### src/rtl/idwt_1d_inverse_stage.sv
// idwt_1d_inverse_stage: single-level inverse LeGall 5/3 lifting, one (s,d) pair in and one (even,odd) pair out per cycle.
module idwt_1d_inverse_stage #(
  parameter int DW = 8
) (
  input  logic          clk,
  input  logic          reset,
  input  logic          in_valid,
  output logic          in_ready,
  input  logic          in_first,
  input  logic          in_last,
  input  logic [DW-1:0] in_l,
  input  logic [DW-1:0] in_h,
  output logic          out_valid,
  output logic [DW-1:0] out_even,
  output logic [DW-1:0] out_odd,
  output logic          out_last,
  output logic          frame_err
);
  typedef enum logic [1:0] {IDLE, RUN, FLUSH} state_t;
  state_t state, state_n;
  logic [DW-1:0] d_prev, e_prev, dp_pend, d_left, even_new;
  logic [DW+1:0] pred_sum, upd_sum;
  logic acc, start, emit, flush, err;
  assign in_ready = state != FLUSH;
  assign acc = in_valid && in_ready;
  assign start = acc && in_first;
  assign emit = acc && !in_first && state == RUN;
  assign flush = state == FLUSH;
  assign err = acc && (in_first ? state == RUN : state == IDLE);
  // pair 0 mirrors its own detail coefficient as d[-1]
  assign d_left = start ? in_h : d_prev;
  assign pred_sum = {2'b00, d_left} + {2'b00, in_h} + (DW+2)'(2);
  assign even_new = in_l - DW'(pred_sum >> 2);
  assign upd_sum = {2'b00, e_prev} + {2'b00, even_new};
  always_comb begin
    state_n = state;
    if (flush) state_n = IDLE;
    else if (start || emit) state_n = in_last ? FLUSH : RUN;
  end
  always_ff @(posedge clk) begin
    if (reset) begin
      state     <= IDLE;
      d_prev    <= '0;
      e_prev    <= '0;
      dp_pend   <= '0;
      out_valid <= 1'b0;
      out_last  <= 1'b0;
      frame_err <= 1'b0;
      out_even  <= '0;
      out_odd   <= '0;
    end else begin
      state     <= state_n;
      frame_err <= err;
      out_valid <= emit || flush;
      out_last  <= flush;
      if (emit || flush) begin
        out_even <= e_prev;
        out_odd  <= flush ? dp_pend + e_prev : dp_pend + DW'(upd_sum >> 1);
      end
      if (start || emit) begin
        d_prev  <= in_h;
        e_prev  <= even_new;
        dp_pend <= in_h;
      end
    end
  end
endmodule

### config.mk
export PLATFORM = sky130hd
export DESIGN_NAME = idwt_1d_inverse_stage
export DESIGN_NICKNAME = d
export VERILOG_FILES = /design/src/rtl/idwt_1d_inverse_stage.sv
export SDC_FILE = /design/constraint.sdc
export NUM_CORES = 1
export LEC_CHECK = 0
export ABC_AREA = 1
export BUFFER_PORTS_ARGS = -buffer_cell sky130_fd_sc_hd__buf_2
export CORE_MARGIN = 2
export CORE_UTILIZATION = 58
export DETAILED_ROUTE_END_ITERATION = 8
export PLACE_DENSITY = 0.81
export SYNTH_ARGS = -nofsm -noshare
export SYNTH_HDL_FRONTEND = slang
export SYNTH_SLANG_ARGS = --single-unit
export TNS_END_PERCENT = 5
### constraint.sdc
create_clock -name clk -period 7.5 [get_ports clk]
set_clock_uncertainty 0.15 [all_clocks]
set_input_delay 1.5 -clock clk [delete_from_list [all_inputs] [get_ports clk]]
set_output_delay 1.5 -clock clk [all_outputs]
set_load 0.005 [all_outputs]
==> results of run 1 <==
==> state kept, by name, summed over array words and instances (netlist names) <==
| name | flops |
|---|---|
| out_even | 8 |
| frame_err | 1 |
| e_prev | 8 |
| out_valid | 1 |
| state | 2 |
| out_last | 1 |
| out_odd | 8 |
| dp_pend | 8 |
==> per-layer routing <==
metal  wire length, µm  up-vias  GRT usage (%)  part of all wire, %
met5                 0        -              0                    0
met4               107        0           9.13                  1.6
met3               282       12           4.42                  4.2
met2              3150       74           46.5                   47
met1              3180     1243           34.7                   47
li1                  -     1457              -                    -
==> worst max-delay path, delay by kind of cell <==
| family | cells | cell delay (ns) |
|---|---|---|
| simple gates | 15 | 1.53 |
| compound gates | 7 | 1.01 |
| xor+xnor | 2 | 0.42 |
| buf+inv | 7 | 0.55 |
| fa+ha+maj | 5 | 1.67 |
==> worst min-delay path by stage <==
stage,start,to,cells after the start
global placement,state[0]$_SDFFE_PP0P_,frame_err$_SDFF_PP0_,1
floorplan,state[0]$_SDFFE_PP0P_,frame_err$_SDFF_PP0_,1
finish,state[0]$_SDFFE_PP0P_,frame_err$_SDFF_PP0_,1
global route,state[0]$_SDFFE_PP0P_,frame_err$_SDFF_PP0_,1
detailed placement,state[0]$_SDFFE_PP0P_,frame_err$_SDFF_PP0_,1
CTS,state[0]$_SDFFE_PP0P_,frame_err$_SDFF_PP0_,1
==> cell usage after synthesis, drive strengths merged <==
| cell | n |
|---|---|
| nand2 | 88 |
| inv | 64 |
| nor2 | 48 |
| o21ai | 38 |
| dfxtp | 37 |
| ha | 35 |
| a21oi | 31 |
| nand3 | 20 |
| xor2 | 10 |
| o21bai | 8 |
| xnor2 | 8 |
| buf | 6 |
| nand4 | 5 |
| a31oi | 4 |
| clkbuf | 4 |
| fa | 4 |
| a211oi | 2 |
| a21o | 2 |
| nor3 | 2 |
| o211ai | 2 |
| a21boi | 1 |
| a31o | 1 |
| nand2b | 1 |
| nand3b | 1 |
| o2111ai | 1 |
| or3 | 1 |
==> metrics by stage <==
| stage | cell area (µm²) | cells | setup WS [ns] |
|---|---|---|---|
| final | 3250 | 528 | 0.850 |
| after global routing | 3250 | 528 | 0.359 |
| after CTS | 3250 | 528 | 0.923 |
| after detailed placement | 3170 | 521 | 0.663 |
| after global placement | 3170 | 521 | 0.739 |
| after floorplan | 2930 | 424 | 1.27 |
==> area by class of cell <==
cell class	instances	area, µm²	area share (%)
clock buffers	7	86.3	2.65
inverters	64	245	7.54
multi-input cells	313	1900	58.3
flip-flops and latches	37	741	22.8
well taps	67	83.8	2.58
repair buffers	40	200	6.16
==> logic make-up after synthesis <==
kind of cell / synth area share [%]
buf+inv: 10.1
flops: 25.3
simple gates: 24.3
compound gates: 17.3
xor+xnor: 5.38
fa+ha+maj: 17.7
==> power by group through the flow <==
| stage | combinational (mW) | sequential (mW) | clock (mW) |
|---|---|---|---|
| 5_1_grt | 0.722 | 0.234 | 0.150 |
| 6_report | 0.631 | 0.232 | 0.140 |
| 2_1_floorplan | 0.493 | 0.232 | 0 |
| 4_1_cts | 0.628 | 0.231 | 0.141 |
| 3_3_place_gp | 0.601 | 0.235 | 0 |
| 3_5_place_dp | 0.625 | 0.236 | 0 |
==> results.md, run 1 <==
- Worst reg-to-reg path cell count: 35
- Routed vias: 2786
- CTS Buf Count: 5
- Number of buffers added on ports: 40
- Worst reg2reg endpoint: out_odd[7]$_SDFFE_PP0P_
- Clk Latency, worst-skew pair: 0.29 ns
- Fin crit period: 6.65 ns
- Mapped Cells: 424
- CP required: 7.54 ns
- TritonCTS Sinks: 37
- Die ar.: 5640 µm²
- Setup crit end: out_odd[7]$_SDFFE_PP0P_
- Initial core utilization: 61.3%
- Fmax: 150 MHz
- Antenna-violating nets left: 0
- Total Wirelength: 6.72 mm
- Comb power frac: 62.9%
- Htree depth: 2
- CTS Buffer Depth: 2
- Starting DRT DRC Count: 114
- Antenna Cells: 0
- Synthesis-stage register bit count: 37
- # rows: 25
- Endpoints failing hold: 0
- Clock Tree Root: clkbuf_8
- R2r startpoint: state[0]$_SDFFE_PP0P_
- Avg Cell Area, Syn: 6.91 µm²
- Worst Setup Path Type: in -> reg
- Normalized max-slew margin: 43.6%
- Antenna violations before repair: 0
- Crit-path slowest cell: fa_1
- Vias in the first global route: 2728
- Synth cell types: 35
- Cell Pwr Density: 309 nW/µm²
- I/O Pins: 41
- Pin count of the biggest net entering global routing: 32
- Sw Share: 46.3%
- RSZ-0062 raised after global routing: no
- Post-Synthesis Cell Area: 2930 µm²
- Startpoint Class: input port
- Leak pwr: 1.81 nW
- Final setup TNS: 0 ns
- Drt wl/cell: 12.7 µm
- Nets: 521
- 1st-pass router iterations: 5
- Cell taking the most area after synthesis: dfxtp_1
- WHS: 0.357 ns
- Vias per cell: 5.28
- Status: complete, no violations
- Setup bufs post-CTS: 0
- DIE HEIGHT: 75.1 µm
- Gates resized, CTS repair: 0
- Worst-path clk slew: 0.07 ns
- Routability cong.: 0.907
- Drt drc: 0
- Fillers: 424
- CP endpoint kind: register
- NetSw: 0.465 mW
- Worst-path maximum fanout: 10
- Clk pwr share: 14.0%
- Hold_buf cts: 0
- Slowest stage delay, CP: 0.41 ns
- Setup violations, final: 0
- Ratio of cells with drive above 1 in the final layout: 11.9%
- P&R area growth vs syn: 10.9%
- Tot GR Track Use: 27.2%
- CTS tree: done
- Most common cell after layout, fill and taps aside: nand2_1
- Total chip power: 1.00 mW
- YS warnings: 0
- Detailed placement HPWL: 5.45 mm
- Gr ovfl total: 0
- Synth top area cells: dfxtp_1, ha_1, nand2_1, inv_1, nor2_1
- Mapped Nets: 484
- Number of max-cap violations: 0
- HP Class: reg -> reg
- Worst Path Arrival: 6.69 ns
- Period utilisation layout: 88.7%
- First-pass GRT wire length: 11.8 mm
- Reg2reg setup slack: 1.68 ns
- VDD IR max: 182 µV
- Post-synthesis sequential area ratio: 25.3%
- Top cell type's share of synthesized area: 25.3%
- CP startpoint: in_first
- Seq pwr share: 23.1%
- CP dominant cell by count: nand2_1
- Commonest non-fill, non-tap cells in the layout: nand2_1, inv_1, nor2_1, buf_2, dfxtp_1
- Pint: 0.539 mW
- Final Max Tran Viols: 0
- DIE WIDTH: 75.1 µm
- Core area: 4790 µm²
- Core Util, Final: 67.9%
- Worst-margin pin slew: 0.844 ns
No activity file was read; power rests on OpenSTA's default activity.
==> run 2: changes to the inputs <==
- RECOVER_POWER: default -> 25
==> run 2 against run 1 <==
Final cell count unchanged. Combinational power barely moved. Via count up 0.75%. Worst setup slack about the same. Flip-flop and latch count unchanged. Clock power about the same.
==> results.md, run 2 (synthesized netlist as in run 1, its figures left out) <==
- Startpoint Class: input port
- 1st-pass router iterations: 5 (unchanged)
- Most common cell after layout, fill and taps aside: nand2_1
- Detailed placement HPWL: 5.45 mm (unchanged)
- Comb power frac: 62.9% (about the same)
- Routed vias: 2807 (+0.75%)
- Drt drc: 0 (unchanged)
- Clock Tree Root: clkbuf_8
- Die ar.: 5640 µm² (unchanged)
- Pin count of the biggest net entering global routing: 32 (unchanged)
- Worst-path clk slew: 0.07 ns (about the same)
- Sw Share: 46.3% (about the same)
- Final Max Tran Viols: 0 (unchanged)
- P&R area growth vs syn: 10.5%
- Leak pwr: 1.77 nW (-2.2%)
- Crit-path slowest cell: fa_1
- Post-Layout Cell Count: 528 (unchanged)
- CTS tree: done
- # rows: 25 (unchanged)
- Initial core utilization: 61.3% (unchanged)
- Slowest stage delay, CP: 0.41 ns (about the same)
- Normalized max-slew margin: 43.9% (+0.25 points)
- TritonCTS Sinks: 37 (unchanged)
- Min-delay src: state[0]$_SDFFE_PP0P_
- Hold_buf cts: 0 (unchanged)
- Number of max-cap violations: 0 (unchanged)
- Status: complete, no violations
- R2r startpoint: state[0]$_SDFFE_PP0P_
- I/O Pins: 41 (unchanged)
- Worst-margin pin slew: 0.841 ns (-0.00371 ns)
- Clk Latency, worst-skew pair: 0.29 ns (about the same)
- Period utilisation layout: 88.7% (about the same)
- Drt wl/cell: 12.8 µm (+0.19%)
- CP required: 7.54 ns (about the same)
- HP Class: reg -> reg
- CTS Buffer Depth: 2 (unchanged)
- Fillers: 426 (+0.47%)
- Starting DRT DRC Count: 119 (+4.4%)
- Cell Pwr Density: 309 nW/µm² (+0.26%)
- Seq pwr share: 23.1% (about the same)
- Worst-path maximum fanout: 10 (unchanged)
- VDD IR max: 182 µV (about the same)
- Total Wirelength: 6.73 mm (+0.19%)
- Antenna violations before repair: 0 (unchanged)
- Vias in the first global route: 2728 (unchanged)
- Placed insts: 521 (unchanged)
- Ratio of cells with drive above 1 in the final layout: 9.76% (-2.2 points)
- First-pass GRT wire length: 11.8 mm (unchanged)
- CP endpoint kind: register
- Core area: 4790 µm² (unchanged)
- Routability cong.: 0.907 (unchanged)
- Setup violations, final: 0 (unchanged)
- Gates resized, CTS repair: 0 (unchanged)
- Fin crit period: 6.65 ns (-0.0000790 ns)
- Antenna-violating nets left: 0 (unchanged)
- Number of buffers added on ports: 40 (unchanged)
- RSZ-0062 raised after global routing: no
- Hold depth: 1 (unchanged)
- CTS Buf Count: 5 (unchanged)
- Htree depth: 2 (unchanged)
- Worst Setup Path Type: in -> reg
- DIE HEIGHT: 75.1 µm (unchanged)
- Fmax: 150 MHz (about the same)
- Tot GR Track Use: 27.2% (unchanged)
- Endpoints failing hold: 0 (unchanged)
- Gr ovfl total: 0 (unchanged)
- Clk pwr share: 13.9% (about the same)
- DIE WIDTH: 75.1 µm (unchanged)
- Nets: 521 (unchanged)
- Final setup TNS: 0 ns (unchanged)
- Pint: 0.538 mW (-0.18%)
- Setup bufs post-CTS: 0 (unchanged)
- Core Util, Final: 67.7% (-0.26 points)
- Worst reg-to-reg path cell count: 35 (unchanged)
- CP dominant cell by count: nand2_1
- Worst Path Arrival: 6.69 ns (about the same)
- CP startpoint: in_first
- NetSw: 0.464 mW (about the same)
- Antenna Cells: 0 (unchanged)
- Vias per cell: 5.32 (+0.75%)
- WHS: 0.357 ns (-0.000855 ns)
- Commonest non-fill, non-tap cells in the layout: nand2_1, inv_1, nor2_1, dfxtp_1, ha_1
run 2: cell types whose count changed in the layout (fill, tap and decap cells not counted):
cell,change
buf_2,-10
clkbuf_1,+10
run 2: area by class of cell:
cell class	count	area, µm²	share of cell area (%)
sequential	37	741	22.9
timing repair buffer	40	188	5.79
clock buffer	7	86.3	2.67
tap	67	83.8	2.59
inverter	64	245	7.57
multi-input combinational	313	1900	58.5
run 2: per-stage QoR:
step           total power [mW]  setup WS [ns]  cell area (µm²)
2_1_floorplan             0.725           1.27             2930
3_3_place_gp              0.836          0.739             3170
3_5_place_dp              0.860          0.663             3170
4_1_cts                    1.00          0.923             3250
5_1_grt                    1.10          0.359             3240
6_report                   1.00          0.851             3240
run 2: worst paths after layout:
kind	slack, ns	to
setup / recovery	0.85	out_odd[7]$_SDFFE_PP0P_
hold / removal	0.36	frame_err$_SDFF_PP0_
setup reg to reg	1.69	out_odd[7]$_SDFFE_PP0P_
hold reg to reg	0.36	frame_err$_SDFF_PP0_
run 2: critical path, delay by kind of cell:
| family | cells | cell delay [ns] |
|---|---|---|
| AO/OA/AOI/OAI | 7 | 1.01 |
| buffers and inverters | 7 | 0.55 |
| AND/OR/NAND/NOR | 15 | 1.53 |
| adder cells (fa/ha/maj) | 5 | 1.67 |
| XOR/XNOR | 2 | 0.42 |
run 2: power by group through the flow:
stage                     Clock [mW]  Sequential (mW)  Combinational, mW
final                          0.140            0.232              0.631
after global routing           0.150            0.234              0.721
after CTS                      0.141            0.231              0.628
after detailed placement           0            0.236              0.625
after global placement             0            0.235              0.601
after floorplan                    0            0.232              0.493
run 2: metal layers:
layer / wire length [µm] / vias up / share of wire (%) / track usage [%]
li1: - / 1458 / - / -
met1: 3150 / 1252 / 47 / 34.7
met2: 3130 / 81 / 47 / 46.5
met3: 319 / 16 / 4.7 / 4.42
met4: 127 / 0 / 1.9 / 9.13
met5: 0 / - / 0 / 0
==> run 3: changes to the inputs <==
- ABC_AREA: 1 -> default
==> run 3 against run 2 <==
The run now ends with max-capacitance violations, max-slew violations left. Routed wire length shrank 9.4%. Die area is 1.5% lower. Combinational power decreased by 26%. Critical endpoint unchanged. Largest cell class unchanged. Largest power group unchanged.
==> results.md, run 3 <==
- Drt wl/cell: 13.0 µm (+2.0%)
- Leak pwr: 1.40 nW (-21%)
- DIE WIDTH: 74.5 µm (-0.77%)
- Synth cell types: 49 (+40%)
- R2r startpoint: state[0]$_SDFFE_PP0P_
- Detailed placement HPWL: 4.68 mm (-14%)
- Number of buffers added on ports: 40 (unchanged)
- Setup bufs post-CTS: 0 (unchanged)
- Nets: 461 (-12%)
- Total chip power: 0.879 mW (-12%)
- Endpoints failing hold: 0 (unchanged)
- Register area: 741 µm² (unchanged)
- Synthesis-stage register bit count: 37 (unchanged)
- # rows: 25 (unchanged)
- Gates resized, CTS repair: 0 (unchanged)
- Setup violations, final: 0 (unchanged)
- Gr ovfl total: 0 (unchanged)
- Hold Path End: out_even[5]$_SDFFE_PP0P_
- RSZ-0062 raised after global routing: no
- Final setup TNS: 0 ns (unchanged)
- 1st-pass router iterations: 4 (-1)
- Clock Tree Root: clkbuf_8
- Reg2reg setup slack: 1.31 ns (-0.38 ns)
- Worst reg2reg endpoint: out_odd[7]$_SDFFE_PP0P_
- Synth top area cells: dfxtp_1, ha_1, nand2_1, a21oi_1, xnor2_1
- Hold depth: 2 (+1)
- Htree depth: 2 (unchanged)
- Worst Setup Path Type: in -> reg
- Vias per cell: 5.47 (+2.9%)
- Multi-input logic area: 2030 µm² (+7.1%)
- CP dominant cell by count: ha_1
- Number of max-cap violations: 1 (+1)
- Fmax: 144 MHz (-4.4%)
- CTS Buf Count: 5 (unchanged)
- Worst Path Arrival: 6.91 ns (+0.22 ns)
- Failing checks: max-capacitance violations, max-slew violations
- Routed vias: 2565 (-8.6%)
- Top cell type's share of synthesized area: 25.7% (+0.42 points)
- Drt drc: 0 (unchanged)
- Core area: 4750 µm² (-0.65%)
- Top delay family on crit path: compound AO/OA/AOI/OAI gates
- Post-synth ARST share: 0% (unchanged)
- Slowest stage delay, CP: 0.36 ns (-0.05 ns)
- Fin crit period: 6.96 ns (+0.307 ns)
- CTS Buffer Depth: 2 (unchanged)
- Fillers: 444 (+4.2%)
- Ratio of cells with drive above 1 in the final layout: 13.4% (+3.7 points)
- CP endpoint kind: register
- WHS: 0.298 ns (-0.0583 ns)
- Starting DRT DRC Count: 104 (-13%)
- Cell Pwr Density: 272 nW/µm² (-12%)
- TritonCTS Sinks: 37 (unchanged)
- Most common cell after layout, fill and taps aside: nand2_1
- Final Max Tran Viols: 42 (+42)
- Vias in the first global route: 2466 (-9.6%)
- Synth top cells by count: nand2_1, a21oi_1, dfxtp_1, ha_1, nor2_1
- Min-delay src: out_even[5]$_SDFFE_PP0P_
- I/O Pins: 41 (unchanged)
- Worst-path clk slew: 0.07 ns (about the same)
- Die ar.: 5550 µm² (-1.5%)
- Antenna violations before repair: 0 (unchanged)
- CP startpoint: in_valid
- HP Class: reg -> reg
- Critical path buffers and inverters: 2 (-5)
- Worst reg-to-reg path cell count: 27 (-23%)
- Cell taking the most area after synthesis: dfxtp_1
- Clk Latency, worst-skew pair: 0.30 ns (about the same)
- Post-synthesis sequential area ratio: 25.7% (+0.42 points)
- Routability cong.: 0.889 (-2.0%)
- Tot GR Track Use: 24.4% (-2.8 points)
- Worst-path maximum fanout: 9 (-1)
- CTS tree: done
- YS warnings: 0 (unchanged)
- Worst-margin pin slew: 1.74 ns (+0.900 ns)
- Mapped Cells: 365 (-14%)
- Crit-path slowest cell: mux2_2
- Mapped Nets: 425 (-12%)
- Pin count of the biggest net entering global routing: 42 (+31%)
- Total Wirelength: 6.10 mm (-9.4%)
- Most used DFF post-synth: dfxtp_1
- CP required: 7.46 ns (-0.08 ns)
- Hold_buf cts: 0 (unchanged)
- First-pass GRT wire length: 10.5 mm (-11%)
- Number of synthesized flops with an enable pin: 0 (unchanged)
- Antenna Cells: 0 (unchanged)
- DIE HEIGHT: 74.5 µm (-0.77%)
- Commonest non-fill, non-tap cells in the layout: nand2_1, a21oi_1, dfxtp_1, ha_1, buf_2
- Initial core utilization: 60.7% (-0.60 points)
- Normalized max-slew margin: -16.0% (-60 points)
- Period utilisation layout: 92.8% (+4.1 points)
- Antenna-violating nets left: 0 (unchanged)
- VDD IR max: 115 µV (-37%)
- Top-count cell post-synth: nand2_1
- Startpoint Class: input port
- Status: complete, but fails checks
- Avg Cell Area, Syn: 7.90 µm² (+14%)
- P&R area growth vs syn: 12.1%
- Post-Synthesis Cell Area: 2880 µm² (-1.6%)
## run 3: power breakdown
group	internal, mW	switching [mW]
clock network	0.108	0.0754
logic	0.215	0.254
registers	0.212	0.0146
total	0.535	0.344
## run 3: cells by family (layout without fill, tap and decap cells)
| group | Yosys count | after routing | synth area share, % |
|---|---|---|---|
| and+or+nand+nor | 136 | 136 | 22.8 |
| xor gates and xnor gates | 19 | 19 | 5.77 |
| adders and majority gates | 39 | 39 | 18.0 |
| DFF | 37 | 37 | 25.7 |
| AOI/OAI and AO/OA | 98 | 98 | 20.6 |
| buffers and inverters | 28 | 65 | 3.95 |
| muxes | 8 | 8 | 3.21 |
## run 3: layer usage
metal | GRT usage (%) | share of wire, %
met1 | 30.6 | 47
met2 | 41.2 | 48
met3 | 4.61 | 3.3
met4 | 9.72 | 1.5
met5 | 0 | 0
## run 3: per-stage QoR
step / util, % / instances / setup WS [ns] / instance area [µm²]
3_3_place_gp: 65.7 / 461 / 0.312 / 3120
5_1_grt: 68.0 / 469 / 0.0271 / 3230
3_5_place_dp: 65.7 / 461 / 0.205 / 3120
4_1_cts: 68.2 / 469 / 0.494 / 3240
6_report: 68.0 / 469 / 0.543 / 3230
2_1_floorplan: - / 365 / 0.890 / 2880
## run 3: worst max-delay path by stage
stage	end	slack [ns]	depth (start not counted)
final	out_odd[7]$_SDFFE_PP0P_	0.54	27
after global routing	out_odd[7]$_SDFFE_PP0P_	0.03	27
after CTS	out_odd[7]$_SDFFE_PP0P_	0.49	27
after detailed placement	out_odd[7]$_SDFFE_PP0P_	0.20	27
after global placement	out_odd[7]$_SDFFE_PP0P_	0.31	27
after floorplan	out_odd[6]$_SDFFE_PP0P_	0.89	24
## run 3: worst min-delay path, cell delays in order, from the launching register on
cell     delay, ns
dfxtp_1       0.31
nand2_1       0.05
a21oi_1       0.05
## run 3: cell type report
class                      count  area share, %
clock inverter                 2           1.16
tap                           67           2.59
multi-input combinational    300           62.8
clock buffer                   6           2.55
sequential                    37           22.9
timing repair buffer          41           6.15
inverter                      16           1.86
